==> src/rtl/management_bus_arbiter.sv <==
// Round-robin arbiter sharing the core management bus between the JTAG debug
// port and the Wishbone slave port, with downstream wait states and a timeout.
module management_bus_arbiter #(
  parameter int ADDRESS_WIDTH  = 20,
  parameter int DATA_WIDTH     = 32,
  parameter int TIMEOUT_CYCLES = 16
) (
  input  logic                     clk,
  input  logic                     rst,

  input  logic                     jtag_enable,
  input  logic                     jtag_writeEnable,
  input  logic [3:0]               jtag_byteSelect,
  input  logic [ADDRESS_WIDTH-1:0] jtag_address,
  input  logic [DATA_WIDTH-1:0]    jtag_writeData,
  output logic [DATA_WIDTH-1:0]    jtag_readData,
  output logic                     jtag_ack,
  output logic                     jtag_error,

  input  logic                     wb_enable,
  input  logic                     wb_writeEnable,
  input  logic [3:0]               wb_byteSelect,
  input  logic [ADDRESS_WIDTH-1:0] wb_address,
  input  logic [DATA_WIDTH-1:0]    wb_writeData,
  output logic [DATA_WIDTH-1:0]    wb_readData,
  output logic                     wb_ack,
  output logic                     wb_error,
  output logic                     wb_busy,

  output logic                     bus_enable,
  output logic                     bus_writeEnable,
  output logic [3:0]               bus_byteSelect,
  output logic [ADDRESS_WIDTH-1:0] bus_address,
  output logic [DATA_WIDTH-1:0]    bus_writeData,
  input  logic [DATA_WIDTH-1:0]    bus_readData,
  input  logic                     bus_ready
);

  typedef enum logic [1:0] {S_IDLE, S_ACCESS, S_RESPOND} state_t;
  typedef enum logic {G_JTAG = 1'b0, G_WB = 1'b1} grant_t;

  localparam logic [7:0] TIMEOUT_LAST = 8'(TIMEOUT_CYCLES - 1);

  state_t                   r_state;
  state_t                   w_state_next;
  grant_t                   r_grant;
  grant_t                   r_last_grant;
  grant_t                   w_pick;
  logic [7:0]               r_count;

  logic                     r_bus_enable;
  logic                     r_bus_writeEnable;
  logic [3:0]               r_bus_byteSelect;
  logic [ADDRESS_WIDTH-1:0] r_bus_address;
  logic [DATA_WIDTH-1:0]    r_bus_writeData;

  logic [DATA_WIDTH-1:0]    r_jtag_readData;
  logic                     r_jtag_ack;
  logic                     r_jtag_error;
  logic [DATA_WIDTH-1:0]    r_wb_readData;
  logic                     r_wb_ack;
  logic                     r_wb_error;

  logic                     w_any_request;
  logic                     w_granted_enable;
  logic                     w_timeout;
  logic                     w_complete;
  logic [DATA_WIDTH-1:0]    w_resp_data;

  assign w_any_request    = jtag_enable | wb_enable;
  assign w_granted_enable = (r_grant == G_JTAG) ? jtag_enable : wb_enable;
  assign w_timeout        = (r_count == TIMEOUT_LAST);
  // An abort (granted enable dropped) takes precedence over completion.
  assign w_complete       = w_granted_enable & (bus_ready | w_timeout);
  assign w_resp_data      = !bus_ready        ? '1 :
                            r_bus_writeEnable ? '0 : bus_readData;

  // NOTE: every signal written in an always_comb gets a default first, so no latch is inferred.
  always_comb begin
    w_pick = G_WB;
    if (jtag_enable && wb_enable) begin
      w_pick = (r_last_grant == G_WB) ? G_JTAG : G_WB;
    end else if (jtag_enable) begin
      w_pick = G_JTAG;
    end
  end

  always_comb begin
    w_state_next = r_state;
    case (r_state)
      S_IDLE: begin
        if (w_any_request) w_state_next = S_ACCESS;
      end
      S_ACCESS: begin
        if (!w_granted_enable) w_state_next = S_IDLE;
        else if (w_complete)   w_state_next = S_RESPOND;
      end
      S_RESPOND: w_state_next = S_IDLE;
      default:   w_state_next = S_IDLE;
    endcase
  end

  // NOTE: sequential state uses non-blocking assignments so every register samples pre-edge values.
  always_ff @(posedge clk or posedge rst) begin
    if (rst) r_state <= S_IDLE;
    else     r_state <= w_state_next;
  end

  always_ff @(posedge clk or posedge rst) begin
    if (rst) begin
      r_grant           <= G_WB;
      r_last_grant      <= G_WB;
      r_count           <= '0;
      r_bus_enable      <= 1'b0;
      r_bus_writeEnable <= 1'b0;
      r_bus_byteSelect  <= '0;
      r_bus_address     <= '0;
      r_bus_writeData   <= '0;
      r_jtag_readData   <= '0;
      r_jtag_ack        <= 1'b0;
      r_jtag_error      <= 1'b0;
      r_wb_readData     <= '0;
      r_wb_ack          <= 1'b0;
      r_wb_error        <= 1'b0;
    end else begin
      // Response outputs live for the single RESPOND cycle only.
      r_jtag_readData <= '0;
      r_jtag_ack      <= 1'b0;
      r_jtag_error    <= 1'b0;
      r_wb_readData   <= '0;
      r_wb_ack        <= 1'b0;
      r_wb_error      <= 1'b0;
      case (r_state)
        S_IDLE: begin
          if (w_any_request) begin
            r_grant      <= w_pick;
            r_last_grant <= w_pick;
            r_count      <= '0;
            r_bus_enable <= 1'b1;
            if (w_pick == G_JTAG) begin
              r_bus_writeEnable <= jtag_writeEnable;
              r_bus_byteSelect  <= jtag_byteSelect;
              r_bus_address     <= jtag_address;
              r_bus_writeData   <= jtag_writeData;
            end else begin
              r_bus_writeEnable <= wb_writeEnable;
              r_bus_byteSelect  <= wb_byteSelect;
              r_bus_address     <= wb_address;
              r_bus_writeData   <= wb_writeData;
            end
          end
        end
        S_ACCESS: begin
          r_count <= r_count + 8'd1;
          if (!w_granted_enable || w_complete) begin
            r_bus_enable      <= 1'b0;
            r_bus_writeEnable <= 1'b0;
            r_bus_byteSelect  <= '0;
            r_bus_address     <= '0;
            r_bus_writeData   <= '0;
          end
          if (w_complete) begin
            if (r_grant == G_JTAG) begin
              r_jtag_ack      <= 1'b1;
              r_jtag_error    <= ~bus_ready;
              r_jtag_readData <= w_resp_data;
            end else begin
              r_wb_ack        <= 1'b1;
              r_wb_error      <= ~bus_ready;
              r_wb_readData   <= w_resp_data;
            end
          end
        end
        default: ;
      endcase
    end
  end

  assign wb_busy         = wb_enable & (r_state != S_IDLE) & (r_grant == G_JTAG);

  assign bus_enable      = r_bus_enable;
  assign bus_writeEnable = r_bus_writeEnable;
  assign bus_byteSelect  = r_bus_byteSelect;
  assign bus_address     = r_bus_address;
  assign bus_writeData   = r_bus_writeData;

  assign jtag_readData   = r_jtag_readData;
  assign jtag_ack        = r_jtag_ack;
  assign jtag_error      = r_jtag_error;
  assign wb_readData     = r_wb_readData;
  assign wb_ack          = r_wb_ack;
  assign wb_error        = r_wb_error;

endmodule

==> config.mk <==
export PLATFORM = sky130hd
export DESIGN_NAME = management_bus_arbiter
export DESIGN_NICKNAME = d
export VERILOG_FILES = /design/src/rtl/management_bus_arbiter.sv
export SDC_FILE = /design/constraint.sdc
export NUM_CORES = 1
export LEC_CHECK = 0
export BUFFER_PORTS_ARGS = -buffer_cell sky130_fd_sc_hd__buf_2
export CORE_ASPECT_RATIO = 1.2
export CORE_MARGIN = 2
export CORE_UTILIZATION = 41
export CTS_CLUSTER_DIAMETER = 40
export DETAILED_ROUTE_END_ITERATION = 6
export GPL_ROUTABILITY_DRIVEN = 1
export PLACE_DENSITY_LB_ADDON = 0.1
export SLEW_MARGIN = 20
export SYNTH_ARGS = -nofsm -noshare
export SYNTH_HDL_FRONTEND = slang
export SYNTH_SLANG_ARGS = --single-unit
==> constraint.sdc <==
create_clock -name clk -period 3.5 [get_ports clk]
set_clock_uncertainty 0.1 [all_clocks]
set_input_delay 0 -clock clk [delete_from_list [all_inputs] [get_ports clk]]
set_output_delay 0 -clock clk [all_outputs]
set_load 0.01 [all_outputs]
==> impl_metrics.json <==
{
  "status": "finished clean",
  "crit_chain": "nand2b_1 > nand2_4 > mux2i_1 > dlygate4sd3_1 > o2bb2ai_1",
  "pwr-share-comb_pct": 32.4,
  "report.power.total_mw": 5.880,
  "leakage_nw": 4.842,
  "synth_cells": 439,
  "hold_path.class": "in2reg",
  "fin_crit_sh_pct": 75.05,
  "cp_max_fo": 57,
  "cts.sinks": 137,
  "cts_made_buffers": 17,
  "areaGrowthSynthToFinish_pct": 64.36,
  "antenna_found_initial": 0,
  "core_um2": 13240,
  "crit_start": "r_last_grant$_DFFE_PP1P_",
  "wl_met2_um": 8352,
  "cp.arrival_ns": 2.79,
  "maxCapViolCount": 0,
  "dp_slack_ns": 1.104,
  "period_needed_ns": 2.627,
  "ys_warn_count": 0,
  "grtUsageTotal_pct": 22.69,
  "synth_fp_nets": 591,
  "drt-total-wl_um": 16320,
  "pwr-share-seq_pct": 38.0,
  "seq_area_frac_synth_pct": 61.86,
  "dieArea_um2": 14470,
  "intPower_mw": 3.918,
  "drt-initial-drc-count": 220,
  "required_ns": 3.66,
  "r2r_setup_slack_ns": 0.87,
  "cts_resized": 0,
  "slowest_stage": "dlygate4sd3_1",
  "drc": 0,
  "place_congestion": 0.8087,
  "dr.max_layer_used": "met4",
  "dp_hpwl_um": 9672,
  "synthesis.area_um2": 5544,
  "routedWlPerCell_um": 15.78,
  "cts_tree": "yes",
  "fin_setup_tns_ns": 0,
  "synth.top_cell.area_share_pct": 61.39,
  "synth_edf_count": 0,
  "synth_area_per_cell_um2": 12.63,
  "drt-pass1-iter-count": 4,
  "setup.worst_path.end": "bus_writeData[20]$_DFFE_PP0P_",
  "slowest_delay_ns": 0.61,
  "drive_gt1_share_pct": 37.53,
  "switching_power_mw": 1.962,
  "reg2reg_to": "bus_writeData[20]$_DFFE_PP0P_",
  "placedCellCount": 853,
  "p_clk_share_pct": 29.6,
  "wl_met1_um": 6346,
  "synth_area_leaders": "dfrtp_1 (61%), mux2i_1 (10%), o2bb2ai_1 (9.0%), nor2_1 (5.2%), a21boi_0 (4.3%)",
  "start_util_pct": 41.88,
  "ctsHtreeMaxLevel": 4,
  "grt_pass1_vias": 5377,
  "vdd_drop_max_mv": 0.4145,
  "ioPinCount": 278,
  "num_vias": 5037,
  "whs_ns": 0.06521,
  "yosysTopAreaCell": "dfrtp_1",
  "grt_pass1_wl_um": 25600,
  "ys.flop_type": "dfrtp_1",
  "ys_async_sr_fraction_pct": 100.0,
  "ant_nets": 0,
  "dieHeight_um": 131.4,
  "setup_ws_ns": 0.8734,
  "setup_viol": 0,
  "max_freq_mhz": 380.7,
  "worstRegToRegCells": 5,
  "insertion_delay_ns": 0.41,
  "clk_pin_slew_ns": 0.06,
  "slew_violations": 0,
  "ys_ff_latch": 137,
  "rsz0062_at_grt": "false",
  "rows": 46,
  "switching_share_pct": 33.36,
  "hold_violations": 0,
  "dr_wl_met3_um": 1304,
  "critical_path_class": "reg2reg",
  "tightestPinTransition_ns": 1.033,
  "finalNonFillerCells": 1034,
  "root_buffer": "clkbuf_16",
  "diodes": 0,
  "nets": 1005,
  "clockBufferDepth": 2,
  "grt_max_degree": 109,
  "grt_overflow": 0,
  "final_common_cell": "buf_2",
  "fill_cells": 983,
  "layout_common_cells": "buf_2 (277), dlygate4sd3_1 (149), dfrtp_1 (136), nor2_1 (77)",
  "slew_headroom_pct": 31.11,
  "ys_types": 37,
  "r2r_start": "r_last_grant$_DFFE_PP1P_",
  "die_width_um": 110.2,
  "cp-end-kind": "flip-flop",
  "via_per_inst": 4.871,
  "critPathLaunchType": "flip-flop",
  "portBuffers": 277,
  "powerDensity_nw_per_um2": 645.3
}
-- state kept, by name, summed over array words and instances (netlist names) --
signal / flops
jtag_readData: 32
r_count: 8
r_last_grant: 1
bus_byteSelect: 4
r_state: 2
wb_ack: 1
bus_writeEnable: 1
wb_readData: 32
wb_error: 1
bus_address: 20
bus_writeData: 32
bus_enable: 1
jtag_error: 1
jtag_ack: 1
-- synth_stat cells, drive strengths merged, types with 2 or more instances --
library cell / number
o21a: 2
nor3: 3
a21boi: 32
a31oi: 2
o2bb2ai: 57
clkbuf: 13
mux2i: 57
inv: 5
o2111ai: 2
o31ai: 2
dfrtp: 136
xnor2: 5
nand2: 6
a21oi: 2
o21ai: 2
nand3: 2
nor2: 78
buf: 21
nor4: 3
-- metrics by stage --
stage / cell area (um2) / util [%]
after global routing: 9112 / 68.84
after detailed placement: 7033 / 53.13
after floorplan: 5548 / -
after global placement: 7033 / 53.13
after CTS: 9112 / 68.84
final: 9112 / 68.84
-- critical path, delay by kind of cell (launching register included) --
| family | cells | cell delay [ns] |
|---|---|---|
| and+or+nand+nor | 2 | 0.68 |
| buffers and inverters | 1 | 0.61 |
| DFF | 1 | 0.59 |
| muxes | 1 | 0.36 |
| AOI/OAI and AO/OA | 1 | 0.07 |
-- cells by family (layout without fill, tap and decap cells) --
kind of cell	Yosys count	count (layout)	share of synthesized area (%)
compound gates	102	102	15.64
xor+xnor	5	5	0.7899
flops	137	137	61.86
simple gates	97	97	7.516
mux	58	58	10.49
fa+ha+maj	1	1	0.2256
buf+inv	39	466	3.475
-- area by class of cell --
type	instances	area, um2	share of cell area [%]
clock inverter	14	148.9	1.634
sequential	137	3430	37.64
timing repair buffer	429	2913	31.96
inverter	5	22.52	0.2472
tap	168	210.2	2.307
multi-input combinational	263	1949	21.39
clock buffer	18	439.2	4.819
-- layer usage --
| metal | track usage (%) | vias up |
|---|---|---|
| li1 | - | 2374 |
| met1 | 25.16 | 2438 |
| met2 | 39.47 | 204 |
| met3 | 7.887 | 21 |
| met4 | 8.194 | 0 |
| met5 | 0 | - |
-- worst min-delay path by stage --
| stage | start | end | slack [ns] | cells after the start |
|---|---|---|---|---|
| floorplan | wb_enable | wb_busy | 0.03 | 2 |
| global placement | rst | jtag_readData[7]$_DFF_PP0_ | 0.02 | 2 |
| detailed placement | rst | jtag_readData[6]$_DFF_PP0_ | 0.03 | 2 |
| CTS | bus_ready | jtag_error$_DFF_PP0_ | 0.07 | 2 |
| global route | bus_ready | jtag_error$_DFF_PP0_ | 0.09 | 2 |
| finish | bus_ready | jtag_error$_DFF_PP0_ | 0.07 | 2 |
-- power groups by stage --
stage	sequential [mW]	clock (mW)	combinational, mW
after CTS	2.22	1.78	1.92
after global routing	2.28	1.86	2.08
after floorplan	2.42	0	0.817
after global placement	2.24	0	1.66
after detailed placement	2.24	0	1.71
final	2.23	1.74	1.91
-- timing repair --
| item | in CTS | in global routing |
|---|---|---|
| endpoints found under the hold margin | 152 | 0 |
| buffers inserted | 0 | 0 |
| hold buffers | 149 | 0 |
Power figures use the tool's default switching activity.
